===== config.mk =====
export PLATFORM = sky130hd
export DESIGN_NAME = vga_color_bar
export DESIGN_NICKNAME = d
export VERILOG_FILES = /design/src/rtl/vga_color_bar_pkg.sv /design/src/rtl/vga_timing_gen.sv /design/src/rtl/vga_color_bar.sv
export SDC_FILE = /design/constraint.sdc
export NUM_CORES = 1
export LEC_CHECK = 0
export ABC_CLOCK_PERIOD_IN_PS = 8300
export BUFFER_PORTS_ARGS = -buffer_cell sky130_fd_sc_hd__clkbuf_2
export CAP_MARGIN = 20
export CORE_MARGIN = 1.5
export CORE_UTILIZATION = 45
export CTS_CLUSTER_DIAMETER = 60
export DETAILED_ROUTE_END_ITERATION = 6
export GPL_TIMING_DRIVEN = 1
export PLACE_DENSITY = 0.7
export SLEW_MARGIN = 20
export SYNTH_ARGS = -nofsm -noshare
export SYNTH_HDL_FRONTEND = slang
export SYNTH_SLANG_ARGS = --single-unit

===== constraint.sdc =====
create_clock -name iCLK -period 8.3 [get_ports iCLK]
set_input_delay 2.49 -clock iCLK [delete_from_list [all_inputs] [get_ports iCLK]]
set_output_delay 2.49 -clock iCLK [all_outputs]
set_load 0.01 [all_outputs]

===== src/rtl/vga_color_bar_pkg.sv =====
// Shared timing defaults, total-period derivation and colour-bar table for vga_color_bar.
// Bar pattern is selected by the VGA_COLOR_BAR_PATTERN_EN macro in the top.
package vga_color_bar_pkg;

    localparam int CNT_W = 12;
    localparam int COL_W = 5;

    localparam int H_ACTIVE_DEF = 640;
    localparam int H_FP_DEF     = 16;
    localparam int H_SYNC_DEF   = 96;
    localparam int H_BP_DEF     = 48;
    localparam int V_ACTIVE_DEF = 480;
    localparam int V_FP_DEF     = 10;
    localparam int V_SYNC_DEF   = 2;
    localparam int V_BP_DEF     = 33;

    typedef struct packed {
        logic [COL_W-1:0] r;
        logic [COL_W-1:0] g;
        logic [COL_W-1:0] b;
    } rgb_t;

    typedef enum logic [2:0] {
        BAR_WHITE   = 3'd0,
        BAR_YELLOW  = 3'd1,
        BAR_CYAN    = 3'd2,
        BAR_GREEN   = 3'd3,
        BAR_MAGENTA = 3'd4,
        BAR_RED     = 3'd5,
        BAR_BLUE    = 3'd6,
        BAR_BLACK   = 3'd7
    } bar_e;

    function automatic int total_of(input int sync, input int bp, input int act, input int fp);
        return sync + bp + act + fp;
    endfunction

    localparam int H_TOTAL_DEF = total_of(H_SYNC_DEF, H_BP_DEF, H_ACTIVE_DEF, H_FP_DEF);
    localparam int V_TOTAL_DEF = total_of(V_SYNC_DEF, V_BP_DEF, V_ACTIVE_DEF, V_FP_DEF);

    function automatic rgb_t bar_colour(input bar_e bar);
        rgb_t c;
        c = {5'h00, 5'h00, 5'h00};
        case (bar)
            BAR_WHITE:   c = {5'h1F, 5'h1F, 5'h1F};
            BAR_YELLOW:  c = {5'h1F, 5'h1F, 5'h00};
            BAR_CYAN:    c = {5'h00, 5'h1F, 5'h1F};
            BAR_GREEN:   c = {5'h00, 5'h1F, 5'h00};
            BAR_MAGENTA: c = {5'h1F, 5'h00, 5'h1F};
            BAR_RED:     c = {5'h1F, 5'h00, 5'h00};
            BAR_BLUE:    c = {5'h00, 5'h00, 5'h1F};
            BAR_BLACK:   c = {5'h00, 5'h00, 5'h00};
            default:     c = {5'h00, 5'h00, 5'h00};
        endcase
        return c;
    endfunction

endpackage


===== src/rtl/vga_timing_gen.sv =====
// Horizontal/vertical counters with combinational sync, data-enable and coordinate decode.
// Decoded outputs are valid in the same cycle as the counter registers.
module vga_timing_gen
    import vga_color_bar_pkg::*;
#(
    parameter int H_ACTIVE = H_ACTIVE_DEF,
    parameter int H_FP     = H_FP_DEF,
    parameter int H_SYNC   = H_SYNC_DEF,
    parameter int H_BP     = H_BP_DEF,
    parameter int V_ACTIVE = V_ACTIVE_DEF,
    parameter int V_FP     = V_FP_DEF,
    parameter int V_SYNC   = V_SYNC_DEF,
    parameter int V_BP     = V_BP_DEF
) (
    input  logic             vga_clk,
    input  logic             rst_n,
    output logic             h_sync,
    output logic             v_sync,
    output logic             de,
    output logic [CNT_W-1:0] coord_x,
    output logic [CNT_W-1:0] coord_y
);

    localparam int H_TOTAL = total_of(H_SYNC, H_BP, H_ACTIVE, H_FP);
    localparam int V_TOTAL = total_of(V_SYNC, V_BP, V_ACTIVE, V_FP);

    localparam logic [CNT_W-1:0] H_LAST   = CNT_W'(H_TOTAL - 1);
    localparam logic [CNT_W-1:0] V_LAST   = CNT_W'(V_TOTAL - 1);
    localparam logic [CNT_W-1:0] H_SYNC_C = CNT_W'(H_SYNC);
    localparam logic [CNT_W-1:0] V_SYNC_C = CNT_W'(V_SYNC);
    localparam logic [CNT_W-1:0] H_START  = CNT_W'(H_SYNC + H_BP);
    localparam logic [CNT_W-1:0] H_END    = CNT_W'(H_SYNC + H_BP + H_ACTIVE);
    localparam logic [CNT_W-1:0] V_START  = CNT_W'(V_SYNC + V_BP);
    localparam logic [CNT_W-1:0] V_END    = CNT_W'(V_SYNC + V_BP + V_ACTIVE);

    logic [CNT_W-1:0] h_cnt_r;
    logic [CNT_W-1:0] v_cnt_r;
    logic             h_active_s;
    logic             v_active_s;

    // Pixel and line counters; the line counter advances on each pixel-counter wrap.
    always_ff @(posedge vga_clk or negedge rst_n) begin
        if (!rst_n) begin
            h_cnt_r <= 12'd0;
            v_cnt_r <= 12'd0;
        end else if (h_cnt_r == H_LAST) begin
            h_cnt_r <= 12'd0;
            if (v_cnt_r == V_LAST) begin
                v_cnt_r <= 12'd0;
            end else begin
                v_cnt_r <= v_cnt_r + 12'd1;
            end
        end else begin
            h_cnt_r <= h_cnt_r + 12'd1;
            v_cnt_r <= v_cnt_r;
        end
    end

    // Sync, active-window and coordinate decode from the current counter values.
    always_comb begin
        h_active_s = (h_cnt_r >= H_START) && (h_cnt_r < H_END);
        v_active_s = (v_cnt_r >= V_START) && (v_cnt_r < V_END);
        h_sync     = (h_cnt_r >= H_SYNC_C);
        v_sync     = (v_cnt_r >= V_SYNC_C);
        de         = h_active_s && v_active_s;
        if (h_active_s) begin
            coord_x = h_cnt_r - H_START;
        end else begin
            coord_x = 12'd0;
        end
        if (v_active_s) begin
            coord_y = v_cnt_r - V_START;
        end else begin
            coord_y = 12'd0;
        end
    end

endmodule


===== src/rtl/vga_color_bar.sv =====
// VGA timing plus one-clock registered colour output (upper 5 bits of each 10-bit input).
// Define VGA_COLOR_BAR_PATTERN_EN to replace the inputs with an internal 8-bar test pattern.
module vga_color_bar
    import vga_color_bar_pkg::*;
#(
    parameter int H_ACTIVE = H_ACTIVE_DEF,
    parameter int H_FP     = H_FP_DEF,
    parameter int H_SYNC   = H_SYNC_DEF,
    parameter int H_BP     = H_BP_DEF,
    parameter int V_ACTIVE = V_ACTIVE_DEF,
    parameter int V_FP     = V_FP_DEF,
    parameter int V_SYNC   = V_SYNC_DEF,
    parameter int V_BP     = V_BP_DEF
) (
    input  logic             iCLK,
    input  logic             rst_n,
    input  logic [9:0]       iRed,
    input  logic [9:0]       iGreen,
    input  logic [9:0]       iBlue,
    output logic [CNT_W-1:0] oCoord_X,
    output logic [CNT_W-1:0] oCoord_Y,
    output logic [COL_W-1:0] oVGA_R,
    output logic [COL_W-1:0] oVGA_G,
    output logic [COL_W-1:0] oVGA_B,
    output logic             oVGA_H_SYNC,
    output logic             oVGA_V_SYNC,
    output logic             oVGA_DE,
    output logic             oVGA_SYNC,
    output logic             oVGA_BLANK,
    output logic             oVGA_CLOCK
);

    logic             h_sync_s;
    logic             v_sync_s;
    logic             de_s;
    logic [CNT_W-1:0] x_s;
    logic [CNT_W-1:0] y_s;
    rgb_t             pix_s;
    rgb_t             rgb_r;
    logic             unused_s;

    vga_timing_gen #(
        .H_ACTIVE (H_ACTIVE),
        .H_FP     (H_FP),
        .H_SYNC   (H_SYNC),
        .H_BP     (H_BP),
        .V_ACTIVE (V_ACTIVE),
        .V_FP     (V_FP),
        .V_SYNC   (V_SYNC),
        .V_BP     (V_BP)
    ) u_timing (
        .vga_clk (iCLK),
        .rst_n   (rst_n),
        .h_sync  (h_sync_s),
        .v_sync  (v_sync_s),
        .de      (de_s),
        .coord_x (x_s),
        .coord_y (y_s)
    );

`ifdef VGA_COLOR_BAR_PATTERN_EN
    localparam logic [CNT_W-1:0] BAR_W = CNT_W'(H_ACTIVE / 8);
    logic [CNT_W-1:0] bar_idx_s;

    // Bar index from the active X coordinate selects a fixed colour.
    always_comb begin
        bar_idx_s = x_s / BAR_W;
        pix_s     = bar_colour(bar_e'(bar_idx_s[2:0]));
    end

    assign unused_s = ^{iRed, iGreen, iBlue, bar_idx_s[CNT_W-1:3]};
`else
    // Pass-through keeps only the top five bits of each channel.
    always_comb begin
        pix_s.r = iRed[9:5];
        pix_s.g = iGreen[9:5];
        pix_s.b = iBlue[9:5];
    end

    assign unused_s = ^{iRed[4:0], iGreen[4:0], iBlue[4:0]};
`endif

    // Colour register: blanked to zero for the clock after any cycle outside the active window.
    always_ff @(posedge iCLK or negedge rst_n) begin
        if (!rst_n) begin
            rgb_r <= 15'd0;
        end else if (de_s) begin
            rgb_r <= pix_s;
        end else begin
            rgb_r <= 15'd0;
        end
    end

    assign oCoord_X    = x_s;
    assign oCoord_Y    = y_s;
    assign oVGA_R      = rgb_r.r;
    assign oVGA_G      = rgb_r.g;
    assign oVGA_B      = rgb_r.b;
    assign oVGA_H_SYNC = h_sync_s;
    assign oVGA_V_SYNC = v_sync_s;
    assign oVGA_DE     = de_s;
    assign oVGA_SYNC   = 1'b0;
    assign oVGA_BLANK  = h_sync_s & v_sync_s;
    assign oVGA_CLOCK  = iCLK;

endmodule


==> impl_metrics.py, run 1 <==
metrics = {
    "timing": {
        "setup_viol": 0,
        "maxSlewViolCount": 0,
        "slew_headroom": 0.3308,
        "fin_skew_ns": 0.007853,
        "hold_viol": 0,
        "setup_tns_ns": 0,
        "rsz0062_at_grt": "no",
        "worstMarginPinSlew_ns": 1.004,
    },
    "run_status": {
        "status": "finished clean",
    },
    "power": {
        "ir_drop_mv": 0.07293,
        "total_power_uw": 371.7,
        "swShare": 0.2115,
        "seqPwrFrac": 0.511,
        "power.internal_uw": 293.1,
        "power_frac_comb": 0.025,
        "clkPwrFrac": 0.465,
        "power_density_nw_per_um2": 135.4,
        "p_sw_uw": 78.60,
        "leakage_nw": 1.403,
    },
    "synthesis": {
        "synth-edff-count": 0,
        "syn-cell-area_sq_um": 2326,
        "synth.top_cell.area_share": 0.4196,
        "synthFlopType": "dfrtp_1",
        "synth_common_cells": "dfrtp_1, nor2_1, inv_1, nor3_1, xnor2_1",
        "synthArstFlopShare": 1.000,
        "synth_most_common_cell": "dfrtp_1",
        "ys_ff_latch": 39,
        "yosysUniqueCellTypes": 49,
        "seq_area_frac_synth": 0.4196,
        "synthTopCellsByArea": "dfrtp_1, nor3_1, nor2_1",
        "yosysWarnings": 0,
        "synth_area_leader_cell": "dfrtp_1",
        "synthCells": 264,
        "synth_area_per_cell_sq_um": 8.811,
    },
    "placement": {
        "hpwlAfterDp_um": 3539,
        "post-place-cells": 373,
        "placed_area_sq_um": 2621,
        "gp_congestion": 0.8018,
        "numPortBuffers": 59,
    },
    "finish": {
        "drive_gt1_frac": 0.2484,
        "design_area_sq_um": 2745,
        "area_growth_pct": 18.02,
        "fillCellCount": 449,
        "final_cells": 381,
        "fin_util": 0.5662,
        "antenna_cells": 0,
        "nNetsFinal": 354,
    },
    "route": {
        "drtIter0Drc": 155,
        "wire_per_inst_um": 13.13,
        "routed_via_density": 5.197,
        "wl_um": 5002,
        "drtPass1Iterations": 4,
        "final_antenna_net_count": 0,
        "drc": 0,
        "vias": 1980,
    },
    "worst_setup_path": {
        "rrSetupSlack_ns": 5.69,
        "worstPathRequired_ns": 5.81,
        "reg2reg_from": "u_timing.v_cnt_r[1]",
        "path_class": "clock port to primary output",
        "worstSetupEndpointType": "primary output",
        "arrival_ns": 4.57,
        "crit_path_start": "iCLK",
        "r2r_cells": 5,
        "start_kind": "clock port",
        "cp-endpoint": "oVGA_CLOCK",
        "reg2reg_to": "oVGA_G[3]",
        "path_max_fanout": 11,
    },
    "clocking": {
        "cts_setup_buffers": 0,
        "clk-insertion-delay-late_ns": 0.29,
        "ctsResizeCount": 0,
        "cts_buffers": 5,
        "cts_tree": "done",
        "path_clk_slew_ns": 0.07,
        "ctsLongestPathBuffers": 2,
        "cts_root_buffer": "clkbuf_8",
        "htree_levels": 2,
        "postCtsHoldBufs": 0,
    },
    "global_route": {
        "grt_max_degree": 40,
        "grt_pass1_vias": 1737,
        "grt_pass1_wl_um": 8148,
        "grtUsageTotal": 0.1891,
        "grt_overflow": 0,
        "antenna_found_initial": 0,
    },
    "floorplanning": {
        "die_h_um": 74.90,
        "dieArea_sq_um": 5609,
        "initial_core_util": 0.4797,
        "die_w_um": 74.90,
        "num_io_pins": 77,
        "rows": 25,
        "coreArea_sq_um": 4848,
    },
    "min_path": {
        "worstHoldPathType": "flip-flop to flip-flop",
        "min_from": "u_timing.h_cnt_r[0]",
    },
    "run": {
        "drv_cap": 0,
    },
}
[worst min-delay path by stage]
stage                                endpoint  cells past startpoint
after detailed placement  u_timing.h_cnt_r[0]                      1
after global placement    u_timing.h_cnt_r[0]                      1
after floorplan           u_timing.h_cnt_r[0]                      1
final                     u_timing.h_cnt_r[0]                      1
after global routing      u_timing.h_cnt_r[0]                      1
after CTS                 u_timing.h_cnt_r[0]                      1
[through the flow]
step	setup WS, ns	hold slack [ns]
6_report	1.240	0.4957
5_1_grt	1.223	0.5382
4_1_cts	1.230	0.5040
3_5_place_dp	1.558	0.4878
3_3_place_gp	1.558	0.4795
2_1_floorplan	1.541	0.4536
[power by group through the flow]
stage	clock network, mW	logic, mW	registers (mW)
CTS	0.178	0.00956	0.190
global placement	0.00727	0.00948	0.194
detailed placement	0.00727	0.00949	0.194
global route	0.184	0.0106	0.190
floorplan	0.00993	0.00247	0.194
finish	0.173	0.00913	0.190
[worst max-delay path, cell delays in order]
cell and delay, ns:
clkbuf_8 0.13, clkbuf_8 0.16, clkbuf_2 0.13
[per-layer routing]
metal  vias to the layer above  routed length [um]  global-route usage
met5                         -                   0                   0
met4                         0                  68             0.06061
li1                        990                   -                   -
met3                         6                 393             0.04016
met2                        93                2188              0.3088
met1                       891                2353              0.2511
[sequential cells by signal, summed over array words and instances (netlist names)]
signal / cells
u_timing.h_cnt_r: 12
u_timing.v_cnt_r: 12
oVGA_B: 5
oVGA_G: 5
oVGA_R: 5
[logic make-up after synthesis]
| logic type | synth area share |
|---|---|
| other | 0.001612 |
| AND/OR/NAND/NOR | 0.2711 |
| buffers and inverters | 0.08607 |
| adder cells (fa/ha/maj) | 0.04841 |
| flip-flops | 0.4196 |
| multiplexers | 0.004841 |
| XOR/XNOR | 0.06724 |
| AO/OA/AOI/OAI | 0.1011 |
[cell type report]
class | instances | area [sq um] | share of cell area
Clock inverter | 2 | 33.78 | 0.01231
Inverter | 27 | 101.3 | 0.03692
Timing Repair Buffer | 59 | 297.8 | 0.1085
Multi-Input combinational cell | 180 | 1165 | 0.4243
Clock buffer | 7 | 87.58 | 0.03191
Sequential cell | 39 | 975.9 | 0.3555
Tap cell | 67 | 83.83 | 0.03054
[cells in the final DEF (no fill, tap or decap), types with 3 or more instances in the layout]
cell type	n
a21oi_1	5
a22o_1	8
and2_1	4
and3_1	3
clkbuf_2	58
clkbuf_8	6
dfrtp_1	39
ha_1	9
inv_1	27
nand2_1	8
nand2b_1	4
nand3_1	5
nand4_1	6
nor2_1	33
nor2b_1	5
nor3_1	27
nor4_1	8
o21ai_0	9
xnor2_1	11
xor2_1	5
(Power assumes the default switching activity.)
==> run 2: changes to the inputs <==
- REMOVE_ABC_BUFFERS: not set -> 1
==> run 2 against run 1 <==
  * Cell count unchanged
  * Core utilization decreased by 0.72 points
  * Largest cell class unchanged
  * Worst setup slack gained 0.010 ns
  * Critical path type unchanged
==> impl_metrics.py, run 2 (synthesis results as in run 1) <==
metrics = {
    "clocking": {
        "clk-insertion-delay-late_ns": 0.29,
        "path_clk_slew_ns": 0.07,
        "cts_root_buffer": "clkbuf_8",
        "ctsLongestPathBuffers": 2,
        "htree_levels": 2,
        "cts_setup_buffers": 0,
        "cts_buffers": 5,
        "cts_tree": "done",
        "ctsResizeCount": 0,
        "postCtsHoldBufs": 0,
    },
    "floorplanning": {
        "coreArea_sq_um": 4848,
        "die_w_um": 74.90,
        "dieArea_sq_um": 5609,
        "die_h_um": 74.90,
        "initial_core_util": 0.4797,
        "rows": 25,
        "num_io_pins": 77,
    },
    "worst_setup_path": {
        "cpMostUsedCell": "clkbuf_8",
        "worstPathRequired_ns": 5.81,
        "worstSetupEndpointType": "primary output",
        "path_max_fanout": 8,
        "slowest_delay_ns": 0.15,
        "start_kind": "clock port",
        "slowest_stage": "clkbuf_8",
        "path_class": "clock port to primary output",
        "critical_path.cell_chain": "clkbuf_8 > clkbuf_8 > clkbuf_2",
        "arrival_ns": 4.56,
    },
    "route": {
        "vias": 1983,
        "drc": 0,
        "drtPass1Iterations": 5,
        "wire_per_inst_um": 12.61,
        "final_antenna_net_count": 0,
        "routed_via_density": 5.205,
        "wl_um": 4803,
        "drtIter0Drc": 93,
    },
    "timing": {
        "maxSlewViolCount": 0,
        "slew_headroom": 0.2768,
        "hold_viol": 0,
        "rsz0062_at_grt": "no",
        "worstMarginPinSlew_ns": 1.085,
        "setup_viol": 0,
        "postLayoutSetupSlackWorst_ns": 1.250,
        "final.hold.worst_slack_ns": 0.4968,
        "setup_tns_ns": 0,
        "fin_skew_ns": 0.007766,
    },
    "finish": {
        "fin_util": 0.5590,
        "fillCellCount": 458,
        "nNetsFinal": 355,
        "top_regs": "u_timing.h_cnt_r (12), u_timing.v_cnt_r (12)",
        "area_growth_pct": 16.51,
        "layout.cells.most_common": "clkbuf_2",
        "drive_gt1_frac": 0.2516,
        "antenna_cells": 0,
        "multi_input_area_sq_um": 1157,
        "register_area_sq_um": 975.9,
        "layout_common_cells": "clkbuf_2, dfrtp_1, nor2_1",
    },
    "run": {
        "drv_cap": 0,
    },
    "global_route": {
        "grt_pass1_vias": 1647,
        "grt_max_degree": 40,
        "grt_pass1_wl_um": 7790,
        "grt_overflow": 0,
        "antenna_found_initial": 0,
        "grtUsageTotal": 0.1828,
    },
    "placement": {
        "hpwlAfterDp_um": 3461,
        "post-place-ws_ns": 1.558,
        "gp_congestion": 0.8267,
        "numPortBuffers": 59,
    },
    "power": {
        "clkPwrFrac": 0.389,
        "swShare": 0.2220,
        "p_sw_uw": 72.25,
        "seqPwrFrac": 0.584,
        "power.internal_uw": 253.1,
        "power_frac_comb": 0.028,
        "leakage_nw": 1.387,
        "ir_drop_mv": 0.07029,
        "power_density_nw_per_um2": 120.1,
    },
    "run_status": {
        "status": "finished clean",
    },
    "min_path": {
        "worstHoldPathType": "flip-flop to flip-flop",
    },
}
==> run 2: path summary, 6_finish.rpt <==
path	start	endpoint	slack [ns]	cells after the start
setup / recovery	iCLK	oVGA_CLOCK	1.25	3
hold / removal	u_timing.h_cnt_r[0]	u_timing.h_cnt_r[0]	0.50	1
setup reg to reg	u_timing.v_cnt_r[1]	oVGA_G[1]	5.96	6
hold reg to reg	u_timing.h_cnt_r[0]	u_timing.h_cnt_r[0]	0.50	1
max in group asynchronous	rst_n	u_timing.h_cnt_r[8]	5.38	1
min in group asynchronous	rst_n	u_timing.v_cnt_r[0]	2.34	1
==> run 2: through the flow <==
| stage | power, mW | std cells | instance area [sq um] |
|---|---|---|---|
| global placement | 0.2103 | 374 | 2629 |
| detailed placement | 0.2102 | 374 | 2629 |
| CTS | 0.3309 | 381 | 2710 |
| floorplan | 0.1954 | 246 | 2231 |
| finish | 0.3254 | 381 | 2710 |
| global route | 0.3431 | 381 | 2710 |
==> run 2: layer usage <==
metal	part of all wire	track usage	up-vias
li1	-	-	993
met1	0.47	0.2543	917
met2	0.45	0.2753	64
met3	0.057	0.04150	9
met4	0.020	0.07677	0
met5	0	0	-
==> run 2: cell type report <==
cell class / count / area share
multi-input cells: 180 / 0.4271
flip-flops and latches: 39 / 0.3601
repair buffers: 60 / 0.1127
inverters: 27 / 0.03740
well taps: 67 / 0.03093
clock buffers: 6 / 0.02724
clock inverters: 2 / 0.004617
==> run 2: critical path: cells and delay by family <==
| family | cells | cell delay, ns |
|---|---|---|
| buffers and inverters | 3 | 0.40 |
==> run 2: power groups by stage <==
stage               Combinational, mW  Sequential, mW  Clock (mW)
floorplan                     0.00177           0.194           0
global placement              0.00938           0.194     0.00727
detailed placement            0.00934           0.194     0.00727
CTS                           0.00943           0.190       0.132
global route                   0.0105           0.190       0.143
finish                        0.00898           0.190       0.126
==> run 3: changes to the inputs <==
- ABC_AREA: not set -> 1
- ABC_CLOCK_PERIOD_IN_PS: 8300 -> 6550
- PLACE_DENSITY: 0.7 -> 0.69
- clock period: 8.3 -> 6.55 ns (I/O delays scaled with it)
==> run 3 against run 2 <==
  * Sequential power is 27% higher
  * Count of clock-buffer cells in the layout rose by 1
  * Register-to-register slack got worse by 1.3 ns
  * Non-clock buffer count down 2
  * Largest power group unchanged
  * Highest routed layer unchanged
==> impl_metrics.py, run 3 <==
metrics = {
    "synthesis": {
        "synth_area_leader_cell": "dfrtp_1",
        "synthTopCellsByArea": "dfrtp_1, nand2_1, nor2_1",
        "synth.top_cell.area_share": 0.3713,
        "synth_area_per_cell_sq_um": 7.598,
        "ys_ff_latch": 39,
        "synth_common_cells": "nand2_1, nor2_1, inv_1",
        "synth-edff-count": 0,
        "synthFlopType": "dfrtp_1",
        "seq_area_frac_synth": 0.3713,
        "yosysUniqueCellTypes": 32,
        "synthArstFlopShare": 1.000,
        "synth_most_common_cell": "nand2_1",
        "synthCells": 346,
        "yosysWarnings": 0,
        "syn-cell-area_sq_um": 2629,
    },
    "power": {
        "leakage_nw": 1.631,
        "power_density_nw_per_um2": 156.4,
        "ir_drop_mv": 0.1430,
        "total_power_uw": 472.4,
    },
    "worst_setup_path": {
        "path_class": "clock port to primary output",
        "crit_path_start": "iCLK",
        "reg2reg_from": "u_timing.v_cnt_r[0]",
        "reg2reg_to": "oVGA_B[2]",
        "slowest_delay_ns": 0.16,
        "path_max_fanout": 8,
        "cpMostUsedCell": "clkbuf_8",
        "arrival_ns": 3.69,
        "slowest_stage": "clkbuf_8",
        "start_kind": "clock port",
        "worstPathRequired_ns": 4.59,
        "rrSetupSlack_ns": 4.71,
        "critical_path.cell_chain": "clkbuf_8 > clkbuf_8 > clkbuf_2",
        "worstSetupEndpointType": "primary output",
        "r2r_cells": 7,
        "cp-endpoint": "oVGA_CLOCK",
    },
    "clocking": {
        "htree_levels": 2,
        "ctsLongestPathBuffers": 2,
        "postCtsHoldBufs": 0,
        "path_clk_slew_ns": 0.08,
        "cts_root_buffer": "clkbuf_8",
        "cts_tree": "done",
        "cts_buffers": 5,
        "clk-insertion-delay-late_ns": 0.29,
        "ctsResizeCount": 0,
        "cts_setup_buffers": 0,
    },
    "finish": {
        "drive_gt1_frac": 0.2594,
        "layout.cells.most_common": "nand2_1",
        "top_regs": "u_timing.h_cnt_r (12), u_timing.v_cnt_r (12)",
        "design_area_sq_um": 3020,
        "fillCellCount": 561,
        "final_cells": 473,
        "area_growth_pct": 14.90,
        "nNetsFinal": 441,
        "layout_common_cells": "nand2_1, nor2_1, clkbuf_2",
        "antenna_cells": 0,
    },
    "route": {
        "routed_via_density": 4.839,
        "wl_um": 5359,
        "vias": 2289,
        "drc": 0,
        "drtIter0Drc": 92,
        "final_antenna_net_count": 0,
        "drtPass1Iterations": 4,
        "wire_per_inst_um": 11.33,
    },
    "run": {
        "drv_cap": 0,
    },
    "timing": {
        "setup_viol": 0,
        "hold_viol": 0,
        "fin_skew_ns": 0.006855,
        "slew_headroom": 0.4408,
        "rsz0062_at_grt": "no",
        "postLayoutSetupSlackWorst_ns": 0.8902,
        "worstMarginPinSlew_ns": 0.8388,
        "maxSlewViolCount": 0,
        "setup_tns_ns": 0,
    },
    "global_route": {
        "grt_pass1_vias": 2157,
        "antenna_found_initial": 0,
        "grt_max_degree": 40,
        "grt_pass1_wl_um": 9397,
        "grtUsageTotal": 0.1876,
        "grt_overflow": 0,
    },
    "placement": {
        "post-place-cells": 465,
        "hpwlAfterDp_um": 4095,
        "placed_area_sq_um": 2899,
        "numPortBuffers": 59,
        "post-place-ws_ns": 1.208,
        "gp_congestion": 0.8768,
    },
    "floorplanning": {
        "dieArea_sq_um": 6309,
        "coreArea_sq_um": 5574,
        "die_w_um": 79.43,
        "num_io_pins": 77,
        "rows": 27,
        "die_h_um": 79.43,
        "initial_core_util": 0.4716,
    },
    "run_status": {
        "status": "finished clean",
    },
    "min_path": {
        "worstHoldPathType": "flip-flop to flip-flop",
    },
}
run 3: changes by cell type in the layout (fill, tap and decap cells not counted), sizes merged, moves of 8 or more:
cell   before  now
nand2       8   69
nor2       34   67
inv        27   53
nand3       5   25
xnor2      12    0
xor2        5   15
nor4        9    0
a22o        8    0
run 3: worst max-delay path: cells and delay by family:
family,cells,cell delay [ns]
buffers and inverters,3,0.42
run 3: power breakdown:
group	switching (mW)	leakage (nW)	internal [mW]
clock	0.0915	0.0655	0.129
sequential	0	0.531	0.241
combinational	0.00771	1.03	0.00405
run 3: area by class of cell:
type                       instances  area, sq um  area share
timing repair buffer              58        290.3     0.09611
clock inverter                     2        38.79     0.01284
sequential                        39        975.9      0.3231
inverter                          53        198.9     0.06587
clock buffer                       7        87.58     0.02900
tap                               72        90.09     0.02983
multi-input combinational        242         1339      0.4432
run 3: through the flow:
step | hold slack [ns] | utilization
floorplan | 0.4536 | -
CTS | 0.5082 | 0.5419
detailed placement | 0.4972 | 0.5201
global placement | 0.4751 | 0.5201
finish | 0.5141 | 0.5419
global route | 0.5493 | 0.5419
run 3: how the worst min path moves through the flow:
stage	from	to	slack, ns	depth (start not counted)
3_5_place_dp	u_timing.h_cnt_r[0]	u_timing.h_cnt_r[0]	0.50	1
6_report	u_timing.h_cnt_r[0]	u_timing.h_cnt_r[0]	0.51	1
4_1_cts	u_timing.h_cnt_r[0]	u_timing.h_cnt_r[0]	0.51	1
2_1_floorplan	u_timing.h_cnt_r[0]	u_timing.h_cnt_r[0]	0.45	1
3_3_place_gp	u_timing.h_cnt_r[0]	u_timing.h_cnt_r[0]	0.48	1
5_1_grt	u_timing.h_cnt_r[0]	u_timing.h_cnt_r[0]	0.55	1
run 3: kinds of logic after synthesis:
group | synth area share
simple gates | 0.3646
fa+ha+maj | 0.04284
flops | 0.3713
buf+inv | 0.1209
compound gates | 0.04903
other cells | 0.001427
xor+xnor | 0.04998
run 3: routing by layer:
layer / up-vias / track usage / part of all wire
met5: - / 0 / 0
met4: 0 / 0.06842 / 0.018
met3: 10 / 0.04343 / 0.047
met2: 56 / 0.3127 / 0.47
met1: 1044 / 0.2362 / 0.47
li1: 1179 / - / -
